===== config.mk =====
export PLATFORM = sky130hd
export DESIGN_NAME = vfp_addsub_sequencer
export DESIGN_NICKNAME = d
export VERILOG_FILES = /design/src/rtl/vfp_addsub_sequencer.sv
export SDC_FILE = /design/constraint.sdc
export NUM_CORES = 1
export LEC_CHECK = 0
export CELL_PAD_IN_SITES_DETAIL_PLACEMENT = 0
export CELL_PAD_IN_SITES_GLOBAL_PLACEMENT = 1
export CORE_AREA = 3 3 308 310
export DETAILED_ROUTE_END_ITERATION = 7
export DIE_AREA = 0 0 311 313
export DONT_BUFFER_PORTS = 1
export MAX_ROUTING_LAYER = met4
export PLACE_DENSITY = 0.4
export SKIP_CTS_REPAIR_TIMING = 1
export SYNTH_ARGS = -nofsm -noshare
export SYNTH_HDL_FRONTEND = slang
export SYNTH_SLANG_ARGS = --single-unit

===== constraint.sdc =====
create_clock -name clk_i -period 3.3 [get_ports clk_i]
set_clock_uncertainty 0.1 [all_clocks]
set_input_delay 0.495 -clock clk_i [delete_from_list [all_inputs] [get_ports clk_i]]
set_output_delay 0.495 -clock clk_i [all_outputs]
set_load 0.02 [all_outputs]

===== src/rtl/vfp_addsub_sequencer.sv =====
// ---------------------------------------------------------------------------
// vfp_addsub_sequencer
//
// Splits a vector add/subtract command into 128-bit operand beats, drives each
// beat into an external floating-point add/sub unit, waits (with a watchdog)
// for the unit's result and hands the result beat downstream. Elements past
// the vector length are zeroed both on the way in and on the way out.
//
// Ports
//   clk_i, rst_ni                  clock, asynchronous active-low reset
//   cmd_valid_i / cmd_ready_o      command handshake
//   cmd_sub_i, cmd_vsew_i, cmd_vl_i  add/sub select, element width, length
//   opd_valid_i / opd_ready_o      operand beat handshake
//   opd_vs1_i, opd_vs2_i           operand beat, element 0 in the low lane
//   add_sub_o, vsew_o, vs1_o, vs2_o  operation presented to the unit
//   unit_done_i, unit_vd_i         unit result-ready pulse and result
//   res_valid_o / res_ready_i      result beat handshake
//   res_data_o                     result beat
//   cmd_done_o, cmd_err_o          completion pulse and error flag
// ---------------------------------------------------------------------------
module vfp_addsub_sequencer #(
    parameter int unsigned TIMEOUT = 15,
    parameter int unsigned VL_W    = 7
) (
    input  logic            clk_i,
    input  logic            rst_ni,
    input  logic            cmd_valid_i,
    output logic            cmd_ready_o,
    input  logic            cmd_sub_i,
    input  logic [1:0]      cmd_vsew_i,
    input  logic [VL_W-1:0] cmd_vl_i,
    input  logic            opd_valid_i,
    output logic            opd_ready_o,
    input  logic [127:0]    opd_vs1_i,
    input  logic [127:0]    opd_vs2_i,
    output logic            add_sub_o,
    output logic [1:0]      vsew_o,
    output logic [127:0]    vs1_o,
    output logic [127:0]    vs2_o,
    input  logic            unit_done_i,
    input  logic [127:0]    unit_vd_i,
    output logic            res_valid_o,
    input  logic            res_ready_i,
    output logic [127:0]    res_data_o,
    output logic            cmd_done_o,
    output logic            cmd_err_o
);

    localparam int unsigned WD_W  = ($clog2(TIMEOUT + 1) > 0) ? $clog2(TIMEOUT + 1) : 1;
    // One extra bit so the element index can step past the largest vl.
    localparam int unsigned IDX_W = VL_W + 1;

    typedef enum logic [2:0] {
        S_IDLE,
        S_FETCH,
        S_ISSUE,
        S_GAP,
        S_OUT,
        S_DONE
    } state_e;

    state_e            state_q, state_d;
    logic              sub_q,   sub_d;
    logic [1:0]        vsew_q,  vsew_d;
    logic [VL_W-1:0]   vl_q,    vl_d;
    logic [IDX_W-1:0]  idx_q,   idx_d;
    logic [WD_W-1:0]   wdog_q,  wdog_d;
    logic              err_q,   err_d;
    logic [127:0]      vs1_q,   vs1_d;
    logic [127:0]      vs2_q,   vs2_d;
    logic [127:0]      res_q,   res_d;

    logic [IDX_W-1:0]  epb;
    logic [IDX_W-1:0]  vl_ext;
    logic              beats_left;
    logic              last_beat;
    logic [3:0]        lane_keep;
    logic [127:0]      keep_mask;

    assign vl_ext     = {1'b0, vl_q};
    assign epb        = vsew_q[0] ? IDX_W'(2) : IDX_W'(4);
    assign beats_left = idx_q < vl_ext;
    assign last_beat  = (idx_q + epb) >= vl_ext;

    // Per 32-bit slot: keep it only if the element it belongs to is below vl.
    // With 64-bit elements two adjacent slots share one element.
    always_comb begin
        for (int j = 0; j < 4; j++) begin
            lane_keep[j]          = (idx_q + (vsew_q[0] ? IDX_W'(j / 2) : IDX_W'(j))) < vl_ext;
            keep_mask[32*j +: 32] = {32{lane_keep[j]}};
        end
    end

    // NOTE: every signal written below gets its default first, so no path
    // leaves a value unassigned and no latch is inferred.
    always_comb begin
        state_d     = state_q;
        sub_d       = sub_q;
        vsew_d      = vsew_q;
        vl_d        = vl_q;
        idx_d       = idx_q;
        wdog_d      = wdog_q;
        err_d       = err_q;
        vs1_d       = vs1_q;
        vs2_d       = vs2_q;
        res_d       = res_q;

        cmd_ready_o = 1'b0;
        opd_ready_o = 1'b0;
        add_sub_o   = 1'b0;
        vsew_o      = 2'b00;
        vs1_o       = '0;
        vs2_o       = '0;
        res_valid_o = 1'b0;
        res_data_o  = '0;
        cmd_done_o  = 1'b0;
        cmd_err_o   = 1'b0;

        unique case (state_q)
            S_IDLE: begin
                cmd_ready_o = 1'b1;
                if (cmd_valid_i) begin
                    sub_d   = cmd_sub_i;
                    vsew_d  = cmd_vsew_i;
                    vl_d    = cmd_vl_i;
                    idx_d   = '0;
                    err_d   = 1'b0;
                    state_d = S_FETCH;
                end
            end

            // Illegal width and empty vectors are resolved here rather than
            // in IDLE, so they finish without ever raising opd_ready_o.
            S_FETCH: begin
                if (!vsew_q[1]) begin
                    err_d   = 1'b1;
                    state_d = S_DONE;
                end else if (!beats_left) begin
                    state_d = S_DONE;
                end else begin
                    opd_ready_o = 1'b1;
                    if (opd_valid_i) begin
                        vs1_d   = opd_vs1_i & keep_mask;
                        vs2_d   = opd_vs2_i & keep_mask;
                        wdog_d  = '0;
                        state_d = S_ISSUE;
                    end
                end
            end

            S_ISSUE: begin
                add_sub_o = sub_q;
                vsew_o    = vsew_q;
                vs1_o     = vs1_q;
                vs2_o     = vs2_q;
                if (unit_done_i) begin
                    res_d   = unit_vd_i & keep_mask;
                    state_d = S_GAP;
                end else if (wdog_q == WD_W'(TIMEOUT)) begin
                    // Remaining operand beats are abandoned, not drained.
                    err_d   = 1'b1;
                    state_d = S_DONE;
                end else begin
                    wdog_d = wdog_q + 1'b1;
                end
            end

            // One idle cycle so the unit sees vsew 00 between beats.
            S_GAP: state_d = S_OUT;

            S_OUT: begin
                res_valid_o = 1'b1;
                res_data_o  = res_q;
                if (res_ready_i) begin
                    idx_d   = idx_q + epb;
                    state_d = last_beat ? S_DONE : S_FETCH;
                end
            end

            S_DONE: begin
                cmd_done_o = 1'b1;
                cmd_err_o  = err_q;
                err_d      = 1'b0;
                state_d    = S_IDLE;
            end

            default: state_d = S_IDLE;
        endcase
    end

    // NOTE: state is updated with non-blocking assignments so every register
    // samples the values from before this edge.
    // NOTE: the 128-bit operand/result registers are reset too; they are few
    // flops compared with the guarantee that nothing stale leaks after reset.
    always_ff @(posedge clk_i or negedge rst_ni) begin
        if (!rst_ni) begin
            state_q <= S_IDLE;
            sub_q   <= 1'b0;
            vsew_q  <= 2'b00;
            vl_q    <= '0;
            idx_q   <= '0;
            wdog_q  <= '0;
            err_q   <= 1'b0;
            vs1_q   <= '0;
            vs2_q   <= '0;
            res_q   <= '0;
        end else begin
            state_q <= state_d;
            sub_q   <= sub_d;
            vsew_q  <= vsew_d;
            vl_q    <= vl_d;
            idx_q   <= idx_d;
            wdog_q  <= wdog_d;
            err_q   <= err_d;
            vs1_q   <= vs1_d;
            vs2_q   <= vs2_d;
            res_q   <= res_d;
        end
    end

endmodule

# Yosys cells after proc, flatten, opt, wreduce, memory -nomap -nowiden
# Cells that the tools add are included.
# Widths: inputs -> output; s select.
[op_classes]
mux = 39
reduce_logical = 11
n_bitwise = 3
eq_ne = 17
n_addsub = 5
order_cmp = 5
[op_table]
columns = ["cell", "n"]
rows = [
  ["$and 128x128->128", 3],
  ["$mux 128", 3],
  ["$lt 8x7->1", 4],
  ["$mux 3", 9],
  ["$mux 4", 5],
  ["$ne 2x2->1 const B", 9],
  ["$add 8x2->8", 2],
  ["$mux 8", 2],
  ["$pmux 8 s2", 1],
  ["$pmux 3 s5", 1],
  ["$mux 1", 13],
  ["$add 8x1->8", 1],
  ["$add 8x3->8", 1],
  ["$ge 8x7->1", 1],
  ["$pmux 4 s2", 1],
  ["$reduce_and 4->1", 2],
  ["$eq 3x2->1 const B", 2],
  ["$eq 3x3->1 const B", 2],
  ["$mux 2", 3],
  ["$reduce_and 6->1", 1],
  ["$reduce_and 5->1", 1],
  ["$add 4x1->4 const B", 1],
  ["$eq 4x4->1 const B", 1],
  ["$ne 4x4->1 const B", 1],
  ["other kinds (8)", 10],
]
[word_totals]
regBits = 410
in_bits = 400

# Logic depth before layout (Yosys ltp)
[depth]
ltp_word = 6
depth_mapped = 13

# Worst setup path before layout
# No wires, ideal clock.
[synth_timing]
path_type = "register -> register"
start = "register vsew_q[0]"
end = "register vs2_q[76]"
setup_time_ps = 132
t_arrival_ps = 2728
path_buffers = 2
path_stages_with_launch = 12
required_ps = 3068
slack_ps = 340
cell_sequence = "dfrtp_1 > inv_1 > fa_1 > nand3_1 > nor2_1 > xor2_1 > ha_1 > nand4_1 > o311ai_1 > buf_2 > clkbuf_1 > o2bb2ai_1"
[synth_between]
elab_chain_len = 4
[synth_lines]
columns = ["element", "line_no", "rtl"]
rows = [
  ["from (decl)", "64", "logic [1:0] vsew_q, vsew_d;"],
  ["from (signal assigned)", "210", "vsew_q <= vsew_d;"],
  ["$mux 2", "89", "lane_keep[j] = (idx_q + (vsew_q[0] ? IDX_W'(j / 2) : IDX_W'(j))) < vl_ext;"],
  ["$add 8x2->8", "89", ""],
  ["$lt 8x7->1", "89", ""],
  ["$and 128x128->128", "144", "vs2_d = opd_vs2_i & keep_mask;"],
  ["to (signal assigned)", "216", "vs2_q <= vs2_d;"],
  ["to (decl)", "70", "logic [127:0] vs2_q, vs2_d;"],
]
# Every way passes these cells.
# A chain may end at the register's enable or synchronous reset.

# Worst setup path in the final report
[layout_timing]
start = "register idx_q[5]"
end = "output opd_ready_o"
[layout_between]
elab_chain_len = 4
[layout_lines]
columns = ["element", "line_no", "rtl"]
rows = [
  ["from (decl)", "66", "logic [IDX_W-1:0] idx_q, idx_d;"],
  ["from (signal assigned)", "212", "idx_q <= idx_d;"],
  ["$lt 8x7->1", "82", "assign beats_left = idx_q < vl_ext;"],
  ["$mux 1", "138", "end else if (!beats_left) begin"],
  ["$mux 1", "135", "if (!vsew_q[1]) begin"],
  ["$mux 1", "119", "unique case (state_q)"],
  ["to (decl)", "33", "output logic opd_ready_o,"],
]
# Every way passes these cells.

==> results.md <==
- Switching pwr: 8.36 mW
- H-tree Lvls: 2
- Int Pwr: 13.3 mW
- Die width: 311 µm
- Layout cells sized above 1: 7.90%
- Post-DP HPWL: 55,100 µm
- Max-cap viol count: 0
- Critical Path Start: idx_q[5]
- Seq pwr share: 38.9%
- Distinct cells, synth: 58
- Remaining Overflow, GRT: 0
- Failing checks: hold timing, slew limit
- Post-synth top area share: approximately 50%
- Antenna violations before repair: 3
- Final Critical Period: 3.14 ns
- FP Rows: 111
- CP Launch Type: register
- Fin. max-slew vios: about 310
- Top post-synthesis cells by area: dfrtp_1 51%, and2_1 12%, o21ai_0 5.8%
- Overall routed net length: between 80,000 and 90,000 µm
- Worst ir drop on vdd: 0.000464 V
- Hold WC Path Type: in2async
- Final setup viols: 0
- Ys async rst share: 100%
- Core ar.: 0.0919 mm²
- Largest family of logic cells by synthesized area: simple AND/OR/NAND/NOR gates
- Clock latency reported for the late side of the worst-skew pair: 0.62 ns
- Vias after detailed routing: 16,625
- 1st-iter DRT viols: 743
- Worst reg2reg startpoint: idx_q[1]
- R2R Setup Slk: 0.18 ns
- Max_slew headroom: -91.2%
- Most area-hungry cell type in the Yosys netlist: dfrtp_1
- Worst-Margin Slew: 2.87 ns
- Post-Synth Adder-Cell Area: roughly 2.4%
- Power consumption: 21.7 mW
- Vias in the first global route: 15,948
- CP endpoint kind: output port
- Post-Syn Area: about 0.02 mm²
- Clock Tree Root: clkbuf_16
- DR vias/cell: 4.52
- DRC errors left: 0
- Worst r2r dst: vs2_q[82]
- Fillers: 9,738
- Initial Utilization: 21.8%
- First-pass DRT Iterations: 5
- Layout area overhead: 35.2%
- Sequential share of the synthesized area: 51.1%
- IO buf count: 0
- All-Layer GR Usage: 16.1%
- Mean Syn Cell Area: 9.68 µm²
- FF+latch count, synth: 409
- Dpl cells: ~3,200
- Worst Path Arrival: 2.55 ns
- Xor/xnor share of the synthesized area: less than 1%
- Leakage power: 11.7 nW
- Complex-gate fraction of the synthesized area: approximately 14%
- Status: complete, but fails checks
- Most frequent cells in the layout: 407 x dfrtp_1, 392 x dlygate4sd3_1, 388 x and2_1
- Critical Path End: opd_ready_o
- Die Height: 313 µm
- FMAX: between 0.3 and 0.4 GHz
- Nets@finish: approximately 2,800
- Worst Path Required: 2.70 ns
- Longest Clk Path Bufs: 3
- Fin. Hold Viols: 215
- Worst reg2reg path depth: 12
- Io pins: 792
- First-pass GRT wire length: 115,000 µm
- Dominant synthesized flop cell: dfrtp_1
- Number of enable flip-flop cells after synthesis: 0
- Largest net degree at the start of global routing: 410
- Post-Syn Instances: 2,069
- Ys Warns: 0
- Crit share post-route: between 90% and 100%
- Power density cells: approximately 800 mW/mm²
- Clock share of power: 25.3%
- Routed Antenna Nets: 0
- Post-synthesis mux area share: 3.65%
- Placer congestion estimate: 0.809
- CTS tree: yes
- Die area: between 0.09 and 0.1 mm²
- Sw Share: between 30% and 40%
- Kind of critical path: reg2out
- Non-filler cells, final: between 3,000 and 4,000
- CTS sink count: about 410
- Hold slack: -0.507 ns
- Comb power frac: 35.8%
- Worst-path clk slew: 0.05 ns
- Synth Area in Simple Gates: 22.9%
- Per-cell routed wire length: 21.9 µm
- Crit-path max FO: 4
- Inserted Clock Buffers: 52
- Most common cell after layout, fill and taps aside: dfrtp_1
[state kept, by name (all words and copies together) (netlist names), 2 cells and up]
name     count
state_q      3
idx_q        7
vs2_q      128
wdog_q       4
vl_q         7
res_q      128
vs1_q      128
vsew_q       2
[cells in the mapped netlist (4+ instances only)]
| cell | count |
|---|---|
| a22o_1 | 32 |
| buf_1 | 11 |
| clkbuf_1 | 133 |
| buf_2 | 25 |
| inv_1 | 43 |
| o21ai_0 | 234 |
| nand2_1 | 290 |
| a21o_1 | 6 |
| xor2_1 | 7 |
| nor3_1 | 5 |
| buf_6 | 9 |
| nor2_1 | 15 |
| ha_1 | 36 |
| o2bb2ai_1 | 97 |
| buf_4 | 7 |
| mux2_2 | 27 |
| mux2_1 | 38 |
| xnor2_1 | 14 |
| a21oi_1 | 8 |
| dfrtp_1 | 409 |
| nor2b_1 | 6 |
| and2_1 | 389 |
| nand3_1 | 141 |
| o31ai_1 | 34 |
| and3_1 | 7 |
| nand4_1 | 4 |
[final cells by class]
| type | instances | area [µm²] | share of cell area, % |
|---|---|---|---|
| antenna | 3 | 7.51 | 0.0277 |
| clock buffer | 77 | 1510 | 5.56 |
| clock inverter | 14 | 85.1 | 0.314 |
| inverter | 43 | 161 | 0.596 |
| multi-input combinational | 1432 | 8910 | 32.9 |
| sequential | 409 | 10200 | 37.8 |
| tap | 1243 | 1560 | 5.74 |
| timing repair buffer | 455 | 4610 | 17.0 |
[kinds of logic after synthesis]
family | Yosys count
AND/OR/NAND/NOR | 874
AO/OA/AOI/OAI | 432
flip-flops | 409
buffers and inverters | 229
multiplexers | 65
adder cells (fa/ha/maj) | 38
XOR/XNOR | 21
other | 1
[stage by stage]
stage / area (µm²) / util (%) / setup TNS (ns) / hold WS (ns) / setup WS [ns]
3_5_place_dp: 21500 / 23.4 / 0 / 0.116 / 0.258
4_1_cts: 23100 / 25.1 / -0.810 / -0.579 / -0.0873
5_1_grt: 27100 / 29.4 / -0.00282 / -0.556 / -0.00282
3_3_place_gp: 21500 / 23.4 / 0 / 0.117 / 0.304
2_1_floorplan: 20000 / - / 0 / 0.0994 / 0.340
6_report: 27100 / 29.4 / 0 / -0.507 / 0.157
[power by group through the flow]
stage          clock network (mW)  logic (mW)  registers [mW]
2_1_floorplan                   0        5.31            7.98
3_3_place_gp                    0        7.34            8.45
3_5_place_dp                    0        7.51            8.46
4_1_cts                      5.74        7.52            8.42
5_1_grt                      5.91        8.64            8.69
6_report                     5.48        7.76            8.42
[worst max-delay path, cell delays in order, from the launching register on]
cell and delay, ns:
dfrtp_1 0.41, ha_1 0.30, a21o_1 0.21, a211oi_4 0.19, buf_4 0.18, nand4b_4 0.15, buf_4 0.20, nor2_1 0.10
buf_4 0.18
[worst min-delay path by stage]
| stage | to | slack [ns] | cells after the start |
|---|---|---|---|
| floorplan | err_q | 0.1 | 0 |
| global route | res_q[1] | -0.56 | 0 |
| CTS | res_q[1] | -0.58 | 0 |
| finish | res_q[1] | -0.51 | 0 |
| global placement | res_q[1] | 0.12 | 0 |
| detailed placement | res_q[1] | 0.12 | 0 |
[metal layers]
metal	vias up	routed length, µm	GRT usage, %
li1	7625	-	-
met2	570	40800	27.5
met5	-	0	-
met1	8332	32700	18.0
met4	0	1930	4.40
met3	98	5160	5.42
No activity file was read; power rests on OpenSTA's default activity.
